$ cat config.mk
export PLATFORM = sky130hd
export DESIGN_NAME = multicycle_cpu
export DESIGN_NICKNAME = d
export VERILOG_FILES = /design/src/rtl/multicycle_cpu.sv
export SDC_FILE = /design/constraint.sdc
export NUM_CORES = 2
export LEC_CHECK = 0
export BUFFER_PORTS_ARGS = -buffer_cell sky130_fd_sc_hd__buf_2
export CORE_MARGIN = 2
export CORE_UTILIZATION = 44
export CTS_CLUSTER_DIAMETER = 50
export DETAILED_ROUTE_END_ITERATION = 7
export HOLD_SLACK_MARGIN = 0.06
export PLACE_DENSITY_LB_ADDON = 0.2
export SLEW_MARGIN = 20
export SYNTH_ARGS = -nofsm -noshare
export SYNTH_HDL_FRONTEND = slang
export SYNTH_SLANG_ARGS = --single-unit
$ cat constraint.sdc
create_clock -name clk -period 11 [get_ports clk]
set_input_delay 1.65 -clock clk [delete_from_list [all_inputs] [get_ports clk]]
set_output_delay 1.65 -clock clk [all_outputs]
set_load 0.01 [all_outputs]
$ cat src/rtl/multicycle_cpu.sv
// Multi-cycle MIPS-subset core. One ALU and one unified req/ready memory port
// are shared across the FETCH/DECODE/EXEC/MEM/WB states. Illegal opcodes halt
// the core until reset.
module multicycle_cpu #(
  parameter int          MEM_ADDR_W = 12,
  parameter logic [31:0] RESET_PC   = 32'h0,
  parameter int          CNT_W      = 32
) (
  input  logic                  clk,
  input  logic                  reset,
  output logic                  mem_req,
  output logic                  mem_we,
  output logic [MEM_ADDR_W-1:0] mem_addr,
  output logic [31:0]           mem_wdata,
  input  logic [31:0]           mem_rdata,
  input  logic                  mem_ready,
  output logic [31:0]           pc,
  output logic                  halted,
  output logic [CNT_W-1:0]      instret
);

  typedef enum logic [2:0] {
    S_FETCH, S_DECODE, S_EXEC, S_MEM, S_WB, S_HALT
  } state_t;

  localparam logic [5:0] OP_RTYPE = 6'h00, OP_J    = 6'h02, OP_JAL  = 6'h03;
  localparam logic [5:0] OP_BEQ   = 6'h04, OP_BNE  = 6'h05, OP_ADDI = 6'h08;
  localparam logic [5:0] OP_XORI  = 6'h0E, OP_LW   = 6'h23, OP_SW   = 6'h2B;
  localparam logic [5:0] FN_JR    = 6'h08, FN_ADD  = 6'h20, FN_SUB  = 6'h22;
  localparam logic [5:0] FN_SLT   = 6'h2A;

  state_t             state_q;
  logic [31:0]        pc_q, ir_q, a_q, b_q, alu_q, mdr_q;
  logic [CNT_W-1:0]   instret_q;
  logic [31:0]        regs_q [32];

  logic [5:0]  op, funct;
  logic [4:0]  rs, rt, rd;
  logic [31:0] sext_imm, zext_imm, jtarget, rf_a, rf_b;
  logic [31:0] alu_d, wb_data_d;
  logic [4:0]  wb_dst_d;

  assign op       = ir_q[31:26];
  assign rs       = ir_q[25:21];
  assign rt       = ir_q[20:16];
  assign rd       = ir_q[15:11];
  assign funct    = ir_q[5:0];
  assign sext_imm = {{16{ir_q[15]}}, ir_q[15:0]};
  assign zext_imm = {16'h0000, ir_q[15:0]};
  assign jtarget  = {pc_q[31:28], ir_q[25:0], 2'b00};
  assign rf_a     = (rs == 5'd0) ? 32'h0 : regs_q[rs];
  assign rf_b     = (rt == 5'd0) ? 32'h0 : regs_q[rt];

  function automatic logic is_legal(input logic [5:0] o, input logic [5:0] f);
    case (o)
      OP_RTYPE: is_legal = (f == FN_ADD) || (f == FN_SUB) || (f == FN_SLT) || (f == FN_JR);
      OP_J, OP_JAL, OP_BEQ, OP_BNE, OP_ADDI, OP_XORI, OP_LW, OP_SW: is_legal = 1'b1;
      default:  is_legal = 1'b0;
    endcase
  endfunction

  // Shared ALU result used in EXEC for arithmetic and address generation.
  always_comb begin
    alu_d = 32'h0;
    case (op)
      OP_RTYPE: begin
        case (funct)
          FN_ADD:  alu_d = a_q + b_q;
          FN_SUB:  alu_d = a_q - b_q;
          FN_SLT:  alu_d = {31'h0, ($signed(a_q) < $signed(b_q))};
          default: alu_d = 32'h0;
        endcase
      end
      OP_ADDI, OP_LW, OP_SW: alu_d = a_q + sext_imm;
      OP_XORI:               alu_d = a_q ^ zext_imm;
      default:               alu_d = 32'h0;
    endcase
  end

  // Writeback destination and data; r0 as destination means no write.
  always_comb begin
    wb_dst_d  = 5'd0;
    wb_data_d = alu_q;
    case (op)
      OP_RTYPE:         wb_dst_d = rd;
      OP_ADDI, OP_XORI: wb_dst_d = rt;
      OP_LW: begin
        wb_dst_d  = rt;
        wb_data_d = mdr_q;
      end
      default:          wb_dst_d = 5'd0;
    endcase
  end

  // Main control FSM with datapath registers and register file.
  always_ff @(posedge clk) begin
    if (reset) begin
      state_q   <= S_FETCH;
      pc_q      <= RESET_PC;
      ir_q      <= 32'h0;
      a_q       <= 32'h0;
      b_q       <= 32'h0;
      alu_q     <= 32'h0;
      mdr_q     <= 32'h0;
      instret_q <= '0;
      for (int i = 0; i < 32; i++) regs_q[i] <= 32'h0;
    end else begin
      case (state_q)
        S_FETCH: begin
          if (mem_ready) begin
            ir_q    <= mem_rdata;
            pc_q    <= pc_q + 32'd4;
            state_q <= S_DECODE;
          end
        end
        S_DECODE: begin
          a_q     <= rf_a;
          b_q     <= rf_b;
          alu_q   <= pc_q + {sext_imm[29:0], 2'b00};
          state_q <= is_legal(op, funct) ? S_EXEC : S_HALT;
        end
        S_EXEC: begin
          case (op)
            OP_RTYPE: begin
              if (funct == FN_JR) begin
                pc_q      <= a_q;
                instret_q <= instret_q + CNT_W'(1);
                state_q   <= S_FETCH;
              end else begin
                alu_q   <= alu_d;
                state_q <= S_WB;
              end
            end
            OP_ADDI, OP_XORI: begin
              alu_q   <= alu_d;
              state_q <= S_WB;
            end
            OP_LW, OP_SW: begin
              alu_q   <= alu_d;
              state_q <= S_MEM;
            end
            OP_BEQ, OP_BNE: begin
              if ((a_q == b_q) == (op == OP_BEQ)) pc_q <= alu_q;
              instret_q <= instret_q + CNT_W'(1);
              state_q   <= S_FETCH;
            end
            OP_J, OP_JAL: begin
              pc_q <= jtarget;
              if (op == OP_JAL) regs_q[31] <= pc_q;
              instret_q <= instret_q + CNT_W'(1);
              state_q   <= S_FETCH;
            end
            default: state_q <= S_HALT;
          endcase
        end
        S_MEM: begin
          if (mem_ready) begin
            if (op == OP_SW) begin
              instret_q <= instret_q + CNT_W'(1);
              state_q   <= S_FETCH;
            end else begin
              mdr_q   <= mem_rdata;
              state_q <= S_WB;
            end
          end
        end
        S_WB: begin
          if (wb_dst_d != 5'd0) regs_q[wb_dst_d] <= wb_data_d;
          instret_q <= instret_q + CNT_W'(1);
          state_q   <= S_FETCH;
        end
        default: state_q <= S_HALT;
      endcase
    end
  end

  // Memory port decoded from the registered state; reset blanks it at once so
  // an access in flight is abandoned and no write escapes.
  assign mem_req   = !reset && ((state_q == S_FETCH) || (state_q == S_MEM));
  assign mem_we    = !reset && (state_q == S_MEM) && (op == OP_SW);
  assign mem_addr  = reset                  ? '0 :
                     (state_q == S_FETCH)   ? pc_q[MEM_ADDR_W+1:2] :
                     (state_q == S_MEM)     ? alu_q[MEM_ADDR_W+1:2] : '0;
  assign mem_wdata = mem_we ? b_q : 32'h0;

  assign pc      = pc_q;
  assign halted  = (state_q == S_HALT);
  assign instret = instret_q;

endmodule

# After elaboration in Yosys (flattened, before gate mapping)
# Memory sizes are Yosys's and may differ from the RTL's. A register that Yosys moved wholly into a read port is not among the register bits.
# Index checks and enable logic that the tools add are counted.
# Widths: inputs -> output; s select.
[op_classes] n_addsub=6 order_cmp=1 n_eq_ne=30 n_mux=52 n_bitwise=3 reduce_logical=33
[ops] op="$mux 32" count=13
[ops] op="$pmux 32 s3" count=4
[ops] op="$pmux 32 s2" count=4
[ops] op="$add 32x32->32" count=3
[ops] op="$mux 12" count=3
[ops] op="$add 32x1->32 const B" count=1
[ops] op="$add 32x3->32 const B" count=1
[ops] op="$eq 32x32->1" count=1
[ops] op="$lt 32x32->1" count=1
[ops] op="$reduce_or 32->1" count=1
[ops] op="$sub 32x32->32" count=1
[ops] op="$xor 32x16->32" count=1
[ops] op="$eq 6x6->1 const B" count=5
[ops] op="$mux 5" count=5
[ops] op="$eq 6x4->1 const B" count=3
[ops] op="$mux 3" count=5
[ops] op="$pmux 3 s5" count=1
[ops] op="$mux 1" count=14
[ops] op="$eq 6x2->1 const B" count=2
[ops] op="$eq 6x3->1 const B" count=2
[ops] op="$pmux 3 s4" count=1
[ops] op="$logic_not 5->1" count=2
[ops] op="$pmux 5 s2" count=1
[ops] op="$reduce_and 5->1" count=2
[ops] op="other kinds (26)" count=48
[totals] ff_bits=227 ram_bits=1024 in_bits=35 output_inout_bits=111 wordCells=135 memories=1
[mem_list] memory="regs_q" depth=32 width=32 read_ports=2 rd_ports_with_merged_regs=2 wr=32 line_no="35" source="logic [31:0] regs_q [32];"

# Longest topological paths before layout
[logic_depth] word_depth=10 mapped_depth=14 depth_no_buf=13

# Least setup slack after synthesis
# Ideal clock, no wire load.
[synth_path] kind="input port to output port" start="input reset" end="output mem_wdata[22]" t_arrival_ns=2.612 required_time_ns=9.350 setup_slack_ns=6.738 stages=4 path_buffers=1 path_cell_list="nor3_1 -> and3_1 -> clkbuf_1 -> and2_1"
[synth_between] elab_chain_cells=4
[synth_lines] element="from (decl)" line_no="10" source="input logic reset,"
[synth_lines] element="$logic_not 1->1" line_no="180" source="assign mem_we = !reset && (state_q == S_MEM) && (op == OP_SW);"
[synth_lines] element="$logic_and 1x1->1 (2 in a row)" line_no="180"
[synth_lines] element="via mem_we" line_no="12" source="output logic mem_we,"
[synth_lines] element="$mux 32" line_no="184" source="assign mem_wdata = mem_we ? b_q : 32'h0;"
[synth_lines] element="to (decl)" line_no="14" source="output logic [31:0] mem_wdata,"
# The timed path passes the listed nets, and every way through them passes these cells.

==> run summary <==
outcome: finished clean
syn avg cell area: 12.3 um2
Final min period: 5.38 ns
Finished Layout Cells: 7778
initial antenna violation count: 12
CP Capture Type: register
Worst-path clk slew: 0.06 ns
register area share after synthesis: 0.512
clk_lat worst skew: 0.81 ns
Top FF cell, synth: edfxtp_1
ys async rst share: 0
routed via count: 50900
Synth Register Bits: 1261
layout cell share with drive strength beyond 1: 0.228
Clk Tree Root Cell: clkbuf_16
CTS H-tree lvls: 4
Yosys top cell by area: edfxtp_1
DRC: 0
IO buf count: 145
GRT Total Usage: 0.306
post-synth top area share: 0.444
Die H: 401 um
Wirelength per Cell: 32.1 um
Setup-failing EPs final: 0
setup tns final: 0 ns
multi-input logic area: 32300 um2
sequential standard cell area: 35500 um2
worst vdd ir: 0.181 mV
vias in the first global route: 49100
mapped cell area: 69300 um2
setup ws final: 5.62 ns
TritonCTS Sinks: 1261
fill count: 13600
CTS tree: built
top-count cell post-synth: nor2_1
DP Area: 72500 um2
final non-filler cell area: 77700 um2
Post-synth EDFFs: 1024
Total Wirelength: 249000 um
WS Path Type: register to register
nets: 5756
Die X-Extent: 401 um
starting density of the core: 0.443
Ports: 146
cts-stage hold buffer count: 0
Max Cap Violations: 0
CP Launch Type: register
Worst Path Max Fanout: 33
Post-DP HPWL: 166000 um
Commonest cells post-synth: nor2_1 (1270), edfxtp_1 (1024), mux4_2 (640)
Tightest Hold Check Type: register to register
grt total ovfl: 0
Area Overhead vs Synth: 12.1%
Netlist cell types: 92
row cnt: 145
yosys warns: 0
worst clock skew: 0.0428 ns
full die area: 161000 um2
fin crit share: 0.489
drt first pass iters: 8
Pwr Total: 13.7 mW
Initial DRC Count: 7139
vias per cell: 6.54
CP required: 11.41 ns
RSZ-0062 raised after global routing: no
crit path DAT: 5.79 ns
# Post-CTS Setup Buffers: 0
routability cong.: 0.972
first-pass GRT wire length: 355000 um
worst-margin pin slew: 1.21 ns
CTS Buffer Depth: 3
largest net degree at the start of global routing: 110
Pwr per Cell Area: 177 nW/um2
Mapped Cells: 5634
Inst Count DP: 7491
Slew headroom: 0.191
post-place setup slack: 5.00 ns
endpoints failing hold: 0
leak pwr: 26.0 nW
post-CTS sizing: 0
Slew Limit Fails: 0
Achievable Freq: 186 MHz
Synth area leaders: edfxtp_1 (44%), mux4_2 (21%), nor2_1 (6.9%)
post-route ant nets: 0
CTS Buf Count: 155
Core Footprint: 156000 um2
==> layout make-up <==
class                           instances  area share
Sequential cell                      1261       0.457
Multi-Input combinational cell       3812       0.416
Clock buffer                          178      0.0510
Tap cell                             2058      0.0331
Timing Repair Buffer                  268      0.0225
Clock inverter                        105      0.0153
Inverter                               94     0.00454
Antenna cell                            2   0.0000644
==> final timing paths <==
path                            slack [ns]  depth (start not counted)       from              to
worst max-delay path                  5.62                          8   ir_q[26]  regs_q[21][10]
worst min-delay path                  0.49                          2  mdr_q[21]       mdr_q[21]
worst max register to register        5.62                          8   ir_q[26]  regs_q[21][10]
worst min register to register        0.49                          2  mdr_q[21]       mdr_q[21]
==> stage by stage <==
stage / utilization / hold WS [ns]
6_report: 0.497 / 0.485
3_5_place_dp: 0.463 / 0.482
4_1_cts: 0.496 / 0.489
2_1_floorplan: - / 0.436
5_1_grt: 0.497 / 0.503
3_3_place_gp: 0.463 / 0.474
==> layout by cell type, fill, tap and decap left out, types with 22 or more instances in the layout <==
| cell | synthesis | final |
|---|---|---|
| a211oi_1 | 38 | 37 |
| o211ai_1 | 24 | 24 |
| mux4_2 | 640 | 640 |
| buf_2 | 14 | 144 |
| inv_1 | 91 | 90 |
| dfxtp_1 | 237 | 225 |
| and3_1 | 25 | 25 |
| xnor2_1 | 55 | 55 |
| nor2_1 | 1270 | 1268 |
| edfxtp_1 | 1024 | 1024 |
| or3_1 | 22 | 22 |
| conb_1 | 1 | 32 |
| mux2i_1 | 108 | 76 |
| clkinv_1 | 3 | 22 |
| a21oi_1 | 300 | 300 |
| a31oi_1 | 27 | 27 |
| ha_1 | 125 | 125 |
| and2_1 | 41 | 40 |
| a222oi_1 | 25 | 25 |
| buf_4 | 2 | 117 |
| clkinv_2 | 0 | 26 |
| o21ai_0 | 172 | 172 |
| clkbuf_1 | 415 | 23 |
| a21o_1 | 45 | 45 |
| mux2i_4 | 0 | 32 |
| xor2_1 | 32 | 32 |
| nand2_2 | 0 | 53 |
| nand3_1 | 54 | 49 |
| nand2_1 | 362 | 307 |
| nand4_1 | 27 | 27 |
| nor3_1 | 65 | 63 |
| clkbuf_16 | 0 | 156 |
==> flip-flops by register name, indices dropped and copies added (netlist names), named ones only <==
register and cells:
a_q 32, alu_q 32, b_q 32, instret 32, ir_q 32, mdr_q 32, pc 32, regs_q 1024
state_q 3
==> metal layers <==
layer,routed length (um),global-route usage,vias to the layer above,share of wire
met4,11800,0.131,4,0.047
li1,-,-,21200,-
met5,31,0,-,0.00012
met3,27200,0.0688,509,0.11
met2,115000,0.477,3102,0.46
met1,95000,0.414,26000,0.38
==> power by group <==
| group | internal (mW) | switching [mW] |
|---|---|---|
| registers | 5.35 | 0.333 |
| clock network | 2.97 | 2.21 |
| logic | 1.05 | 1.80 |
| total | 9.38 | 4.34 |
==> cells by family (layout without fill, tap and decap cells) <==
family,Yosys count,in the layout,synth area share
xor+xnor,87,87,0.0110
buf+inv,592,645,0.0324
mux,749,749,0.224
fa+ha+maj,129,129,0.0237
flops,1261,1261,0.512
other cells,1,34,0.0000541
simple gates,1968,1968,0.119
compound gates,847,847,0.0780
==> worst max-delay path: stages (launching register included) <==
cell	delay (ns)
dfxtp_1	0.47
nand4b_1	0.30
nor3_4	0.20
buf_4	0.45
nand2b_1	0.55
a22oi_1	0.33
nor3_2	0.70
nand2_2	0.77
nand2_2	1.13
Note: power is estimated with default switching activity, not from simulation.
